--- config.mk ---
export PLATFORM = sky130hd
export DESIGN_NAME = memory_cycle
export DESIGN_NICKNAME = d
export VERILOG_FILES = /design/src/rtl/core_pkg.sv /design/src/rtl/lsu_align.sv /design/src/rtl/memory_cycle.sv
export SDC_FILE = /design/constraint.sdc
export NUM_CORES = 1
export LEC_CHECK = 0
export BUFFER_PORTS_ARGS = -buffer_cell sky130_fd_sc_hd__buf_2
export CAP_MARGIN = 40
export CELL_PAD_IN_SITES_DETAIL_PLACEMENT = 1
export CELL_PAD_IN_SITES_GLOBAL_PLACEMENT = 2
export CORE_MARGIN = 2
export CORE_UTILIZATION = 25
export DETAILED_ROUTE_END_ITERATION = 16
export PLACE_DENSITY = 0.83
export SYNTH_ARGS = -nofsm -noshare
export SYNTH_HDL_FRONTEND = slang
export SYNTH_HIERARCHICAL = 1
export SYNTH_SLANG_ARGS = --single-unit
--- constraint.sdc ---
create_clock -name clk -period 4.7 [get_ports clk]
set_input_delay 0.235 -clock clk [delete_from_list [all_inputs] [get_ports clk]]
set_output_delay 0.235 -clock clk [all_outputs]
set_load 0.005 [all_outputs]
--- src/rtl/core_pkg.sv ---
// rtl/core_pkg.sv - shared constants and state type for the MEM stage
package core_pkg;

    localparam logic [2:0] FUNCT3_B  = 3'b000;
    localparam logic [2:0] FUNCT3_H  = 3'b001;
    localparam logic [2:0] FUNCT3_W  = 3'b010;
    localparam logic [2:0] FUNCT3_BU = 3'b100;
    localparam logic [2:0] FUNCT3_HU = 3'b101;

    localparam int BE_WIDTH = 4;

    typedef enum logic {
        IDLE,
        WAIT
    } mem_state_t;

endpackage

--- src/rtl/lsu_align.sv ---
// rtl/lsu_align.sv - store lane steering / byte enables and load extract / extend
module lsu_align
    import core_pkg::*;
(
    input  logic [2:0]          funct3,
    input  logic [1:0]          addr_lo,
    input  logic [31:0]         store_data,
    input  logic [31:0]         rdata,
    output logic [BE_WIDTH-1:0] be,
    output logic [31:0]         wdata,
    output logic [31:0]         load_data
);

    logic [7:0]  byte_sel;
    logic [15:0] half_sel;

    always_comb begin
        byte_sel = rdata[{addr_lo, 3'b000} +: 8];
        half_sel = addr_lo[1] ? rdata[31:16] : rdata[15:0];

        // Store width comes from funct3[1:0] only; unsigned codes never reach a store.
        case (funct3[1:0])
            2'b00: begin
                be    = 4'b0001 << addr_lo;
                wdata = {4{store_data[7:0]}};
            end
            2'b01: begin
                be    = 4'b0011 << {addr_lo[1], 1'b0};
                wdata = {2{store_data[15:0]}};
            end
            default: begin
                be    = 4'b1111;
                wdata = store_data;
            end
        endcase

        case (funct3)
            FUNCT3_B:  load_data = {{24{byte_sel[7]}}, byte_sel};
            FUNCT3_H:  load_data = {{16{half_sel[15]}}, half_sel};
            FUNCT3_BU: load_data = {24'h0, byte_sel};
            FUNCT3_HU: load_data = {16'h0, half_sel};
            default:   load_data = rdata;
        endcase
    end

endmodule

--- src/rtl/memory_cycle.sv ---
// rtl/memory_cycle.sv - MEM stage: dmem req/ack FSM, timeout, M->W register
// Optional feature: MISALIGN_TRAP_EN (misaligned H/W trap, adds MisalignW output).
module memory_cycle
    import core_pkg::*;
#(
    parameter int TIMEOUT_CYCLES = 255
) (
    input  logic                clk,
    input  logic                rst,
    input  logic                RegWriteM,
    input  logic                MemWriteM,
    input  logic                ResultSrcM,
    input  logic [2:0]          Funct3M,
    input  logic [4:0]          RD_M,
    input  logic [31:0]         PCPlus4M,
    input  logic [31:0]         WriteDataM,
    input  logic [31:0]         ALU_ResultM,
    output logic                StallM,
    output logic                dmem_req,
    output logic                dmem_we,
    output logic [31:0]         dmem_addr,
    output logic [BE_WIDTH-1:0] dmem_be,
    output logic [31:0]         dmem_wdata,
    input  logic                dmem_ack,
    input  logic [31:0]         dmem_rdata,
    output logic                RegWriteW,
    output logic                ResultSrcW,
    output logic [4:0]          RD_W,
    output logic [31:0]         PCPlus4W,
    output logic [31:0]         ALU_ResultW,
    output logic [31:0]         ReadDataW,
`ifdef MISALIGN_TRAP_EN
    output logic                MisalignW,
`endif
    output logic                BusErrW
);

    mem_state_t  state, next_state;
    logic [15:0] wait_cnt;
    logic        memop, trap, bus_op, timeout;
    logic        req, stall;
    logic        w_reg_write, w_bus_err, w_misalign;
    logic [31:0] w_read_data, load_data;

    lsu_align u_lsu_align (
        .funct3    (Funct3M),
        .addr_lo   (ALU_ResultM[1:0]),
        .store_data(WriteDataM),
        .rdata     (dmem_rdata),
        .be        (dmem_be),
        .wdata     (dmem_wdata),
        .load_data (load_data)
    );

    assign memop = MemWriteM | ResultSrcM;

`ifdef MISALIGN_TRAP_EN
    logic is_byte, is_half;
    assign is_byte = (Funct3M == FUNCT3_B) || (Funct3M == FUNCT3_BU);
    assign is_half = (Funct3M == FUNCT3_H) || (Funct3M == FUNCT3_HU);
    assign trap    = memop & (is_half ? ALU_ResultM[0]
                                      : (!is_byte && ALU_ResultM[1:0] != 2'b00));
`else
    assign trap = 1'b0;
`endif

    assign bus_op    = memop & ~trap;
    assign timeout   = (state == WAIT) && (wait_cnt == 16'(TIMEOUT_CYCLES - 1));
    assign dmem_we   = MemWriteM;
    assign dmem_addr = {ALU_ResultM[31:2], 2'b00};
    // Gated by rst so a mid-access reset drops the bus and the stall without waiting for an edge.
    assign dmem_req  = req & ~rst;
    assign StallM    = stall & ~rst;

    always_comb begin
        next_state  = state;
        req         = 1'b0;
        stall       = 1'b0;
        w_reg_write = RegWriteM;
        w_bus_err   = 1'b0;
        w_misalign  = 1'b0;
        w_read_data = 32'h0;
        case (state)
            IDLE: begin
                if (bus_op) begin
                    req = 1'b1;
                    if (dmem_ack) begin
                        w_read_data = ResultSrcM ? load_data : 32'h0;
                    end else begin
                        stall       = 1'b1;
                        w_reg_write = 1'b0;
                        next_state  = WAIT;
                    end
                end else if (trap) begin
                    w_reg_write = 1'b0;
                    w_misalign  = 1'b1;
                end
            end
            WAIT: begin
                req = 1'b1;
                if (dmem_ack) begin
                    w_read_data = ResultSrcM ? load_data : 32'h0;
                    next_state  = IDLE;
                end else if (timeout) begin
                    w_reg_write = 1'b0;
                    w_bus_err   = 1'b1;
                    next_state  = IDLE;
                end else begin
                    stall       = 1'b1;
                    w_reg_write = 1'b0;
                end
            end
            default: next_state = IDLE;
        endcase
    end

    always_ff @(posedge clk or posedge rst) begin
        if (rst) begin
            state    <= IDLE;
            wait_cnt <= 16'h0;
        end else begin
            state    <= next_state;
            wait_cnt <= (state == WAIT && next_state == WAIT) ? wait_cnt + 16'h1 : 16'h0;
        end
    end

    always_ff @(posedge clk or posedge rst) begin
        if (rst) begin
            RegWriteW   <= 1'b0;
            ResultSrcW  <= 1'b0;
            RD_W        <= 5'h0;
            PCPlus4W    <= 32'h0;
            ALU_ResultW <= 32'h0;
            ReadDataW   <= 32'h0;
            BusErrW     <= 1'b0;
`ifdef MISALIGN_TRAP_EN
            MisalignW   <= 1'b0;
`endif
        end else begin
            RegWriteW   <= w_reg_write;
            ResultSrcW  <= ResultSrcM;
            RD_W        <= RD_M;
            PCPlus4W    <= PCPlus4M;
            ALU_ResultW <= ALU_ResultM;
            ReadDataW   <= w_read_data;
            BusErrW     <= w_bus_err;
`ifdef MISALIGN_TRAP_EN
            MisalignW   <= w_misalign;
`endif
        end
    end

`ifndef MISALIGN_TRAP_EN
    logic unused_misalign;
    assign unused_misalign = w_misalign;
`endif

endmodule

==> flow_metrics.env <==
export IMPL_status="complete, but fails checks"
export IMPL_violations="hold timing"
export IMPL_yosys_warnings=6
export IMPL_path_class="flip-flop to primary output"
export IMPL_rrSetupSlack_ps=2800
export IMPL_area_delta_synth_final_pct=52.48
export IMPL_setup_tns_ps=0
export IMPL_fp_dieArea_um2=22190
export IMPL_rows=53
export IMPL_drt_initial_drc_count=111
export IMPL_grt_pass1_wl_um=29340
export IMPL_synthFlopType="dfrtp_1"
export IMPL_hpwl_um=14380
export IMPL_topRoutingLayerUsed="met5"
export IMPL_setup_violations=0
export IMPL_cp_max_fo=6
export IMPL_clock_sinks=121
export IMPL_wl_per_cell_um=18.67
export IMPL_ctsResizeCount=0
export IMPL_cts_hold_buf=67
export IMPL_die_h_um=149.0
export IMPL_place_congestion=0.7786
export IMPL_ios=317
export IMPL_start_util_pct=25.23
export IMPL_drt_first_pass_iters=4
export IMPL_final_cell_mix="buf_2 (314), dfrtp_1 (121), dlygate4sd3_1 (67)"
export IMPL_hold_viol=16
export IMPL_whs_ps=-21.61
export IMPL_cts_root_buffer="clkbuf_16"
export IMPL_rsz0062_at_grt="false"
export IMPL_antenna_cells=0
export IMPL_wl_met2_um=10220
export IMPL_hp_class="input pin to asynchronous set/reset pin"
export IMPL_routed_wl_met3_um=1564
export IMPL_start_kind="flip-flop"
export IMPL_post_route_drc_count=0
export IMPL_ys_ff_latch=121
export IMPL_cp_required_ps=4470
export IMPL_synth_area_per_cell_um2=11.75
export IMPL_peakVddDrop_mv=0.1560
export IMPL_worstMarginPinSlew_ps=812.3
export IMPL_syn_inst=447
export IMPL_gr_total_overflow=0
export IMPL_grt_util_all_layers_pct=17.61
export IMPL_synthDistinctLibCells=51
export IMPL_postCtsSetupBuffers=0
export IMPL_synth_area_um2=5253
export IMPL_portBuffers=314
export IMPL_drv_cap=0
export IMPL_synth_edf_count=0
export IMPL_layout_commonest_cell="buf_2"
export IMPL_num_vias=4741
export IMPL_final_nets=930
export IMPL_wl_um=20050
export IMPL_cts_max_level=4
export IMPL_antenna_found_initial=1
export IMPL_die_w_um=149.0
export IMPL_core_region_area_um2=20820
export IMPL_period_share_pct=44.25
export IMPL_r2r_start="wait_cnt[0]$_DFF_PP0_"
export IMPL_cts_tree="built"
export IMPL_utilization_pct=38.46
export IMPL_period_needed_ps=2080
export IMPL_p_per_area_nw_per_um2=350.2
export IMPL_post_route_cell_area_um2=8009
export IMPL_grt_max_degree=69
export IMPL_clk_path_buf_depth=2
export IMPL_synth_async_reset_ratio_pct=100.0
export IMPL_drtAntennaViolNets=0
export IMPL_clk_pin_slew_ps=60
export IMPL_skew_ps=6.422
export IMPL_cts_buffers_inserted=17
export IMPL_worstPathArrival_ps=1840
export IMPL_dpl_cell_area_um2=6743
export IMPL_ys_seq_area_share_pct=57.65
export IMPL_viasPerCell=4.414
export IMPL_leakage_nw=4.130
export IMPL_fin_ws_ps=2620
export IMPL_fmax_ghz=0.4808
export IMPL_grt_pass1_vias=5139
export IMPL_maxSlewViolCount=0
export IMPL_pre_cts_slack_ps=2575
export IMPL_wl_met1_um=7833
export IMPL_drive_above_1_share_pct=48.56
export IMPL_p_total_mw=2.805
export IMPL_clk_insertion_delay_late_ps=410
export IMPL_slew_headroom_pct=45.84
export IMPL_cp_end_kind="primary output"
export IMPL_cp_startpoint="wait_cnt[0]$_DFF_PP0_"
## state kept, by name, indices dropped and copies added, names as in the netlist
signal / cells
ALU_ResultW: 32
state: 1
ReadDataW: 32
RegWriteW: 1
ResultSrcW: 1
PCPlus4W: 32
wait_cnt: 16
BusErrW: 1
RD_W: 5
## critical path, stage by stage, from the launching register on
cell and delay (ps):
dfrtp_1 430, inv_1 80, ha_1 140, nor4b_1 220, nand4_1 230, and3_1 230, buf_2 120
## metal layers
| layer | track usage, % | vias to the layer above |
|---|---|---|
| met4 | 6.429 | 2 |
| met3 | 4.404 | 22 |
| met5 | 0 | - |
| met1 | 19.76 | 2296 |
| met2 | 32.19 | 250 |
| li1 | - | 2171 |
## through the flow
stage          hold slack (ps)  std cells
2_1_floorplan            266.4        448
3_3_place_gp             342.4        975
3_5_place_dp             344.4        975
4_1_cts                  3.290       1074
5_1_grt                  13.35       1074
6_report                -21.61       1074
## cell usage after synthesis, types with 4 or more instances
cell      instances  share of area, %
a221o_1           8               1.5
a21oi_1           5              0.48
nand2_1          33               2.4
nand3_1           5              0.48
buf_2             6              0.57
mux2i_1           8               1.5
nor2b_1          21               2.5
buf_4            44               6.3
xnor2_1           8               1.3
nor3_1            4              0.38
o21ai_2          10               1.7
dfrtp_1         121                58
a22oi_1           4              0.57
clkbuf_1         10              0.71
xor2_1            5              0.83
and3_1           33               3.9
inv_1             7              0.50
mux2_2           17               3.6
nor2_1           25               1.8
nand4_1           5              0.60
nand2b_1          7              0.83
o21ai_0          17               1.6
## final timing paths
kind | end | cells after the start
worst max-delay path | StallM | 6
worst min-delay path | RegWriteW$_DFF_PP0_ | 2
worst max register to register | wait_cnt[5]$_DFF_PP0_ | 6
worst min register to register | wait_cnt[0]$_DFF_PP0_ | 1
max in group asynchronous | ReadDataW[27]$_DFF_PP0_ | 3
min in group clk | ALU_ResultW[0]$_DFF_PP0_ | 1
## layout make-up
cell class | count | area, um2
fill | 2369 | 12810
tap | 275 | 344.1
multi-input combinational | 256 | 1755
sequential | 121 | 3028
clock inverter | 14 | 166.4
clock buffer | 18 | 429.2
timing repair buffer | 383 | 2257
inverter | 7 | 28.78
## report_power, final
part / leakage [nW] / switching (mW) / internal (mW)
logic: 2.34 / 0.193 / 0.192
registers: 1.51 / 0.0169 / 1.09
clock network: 0.281 / 0.522 / 0.795
total: 4.13 / 0.731 / 2.07
## kinds of logic (layout without fill, tap and decap cells)
kind of cell,count (synthesis),count (layout),share of synthesized area (%)
mux,27,27,5.717
fa+ha+maj,2,2,0.4763
flops,121,121,57.65
buf+inv,71,422,9.004
xor+xnor,13,13,2.168
simple gates,149,149,15.58
compound gates,63,63,9.338
other cells,1,2,0.07139
(Power assumes the default switching activity.)
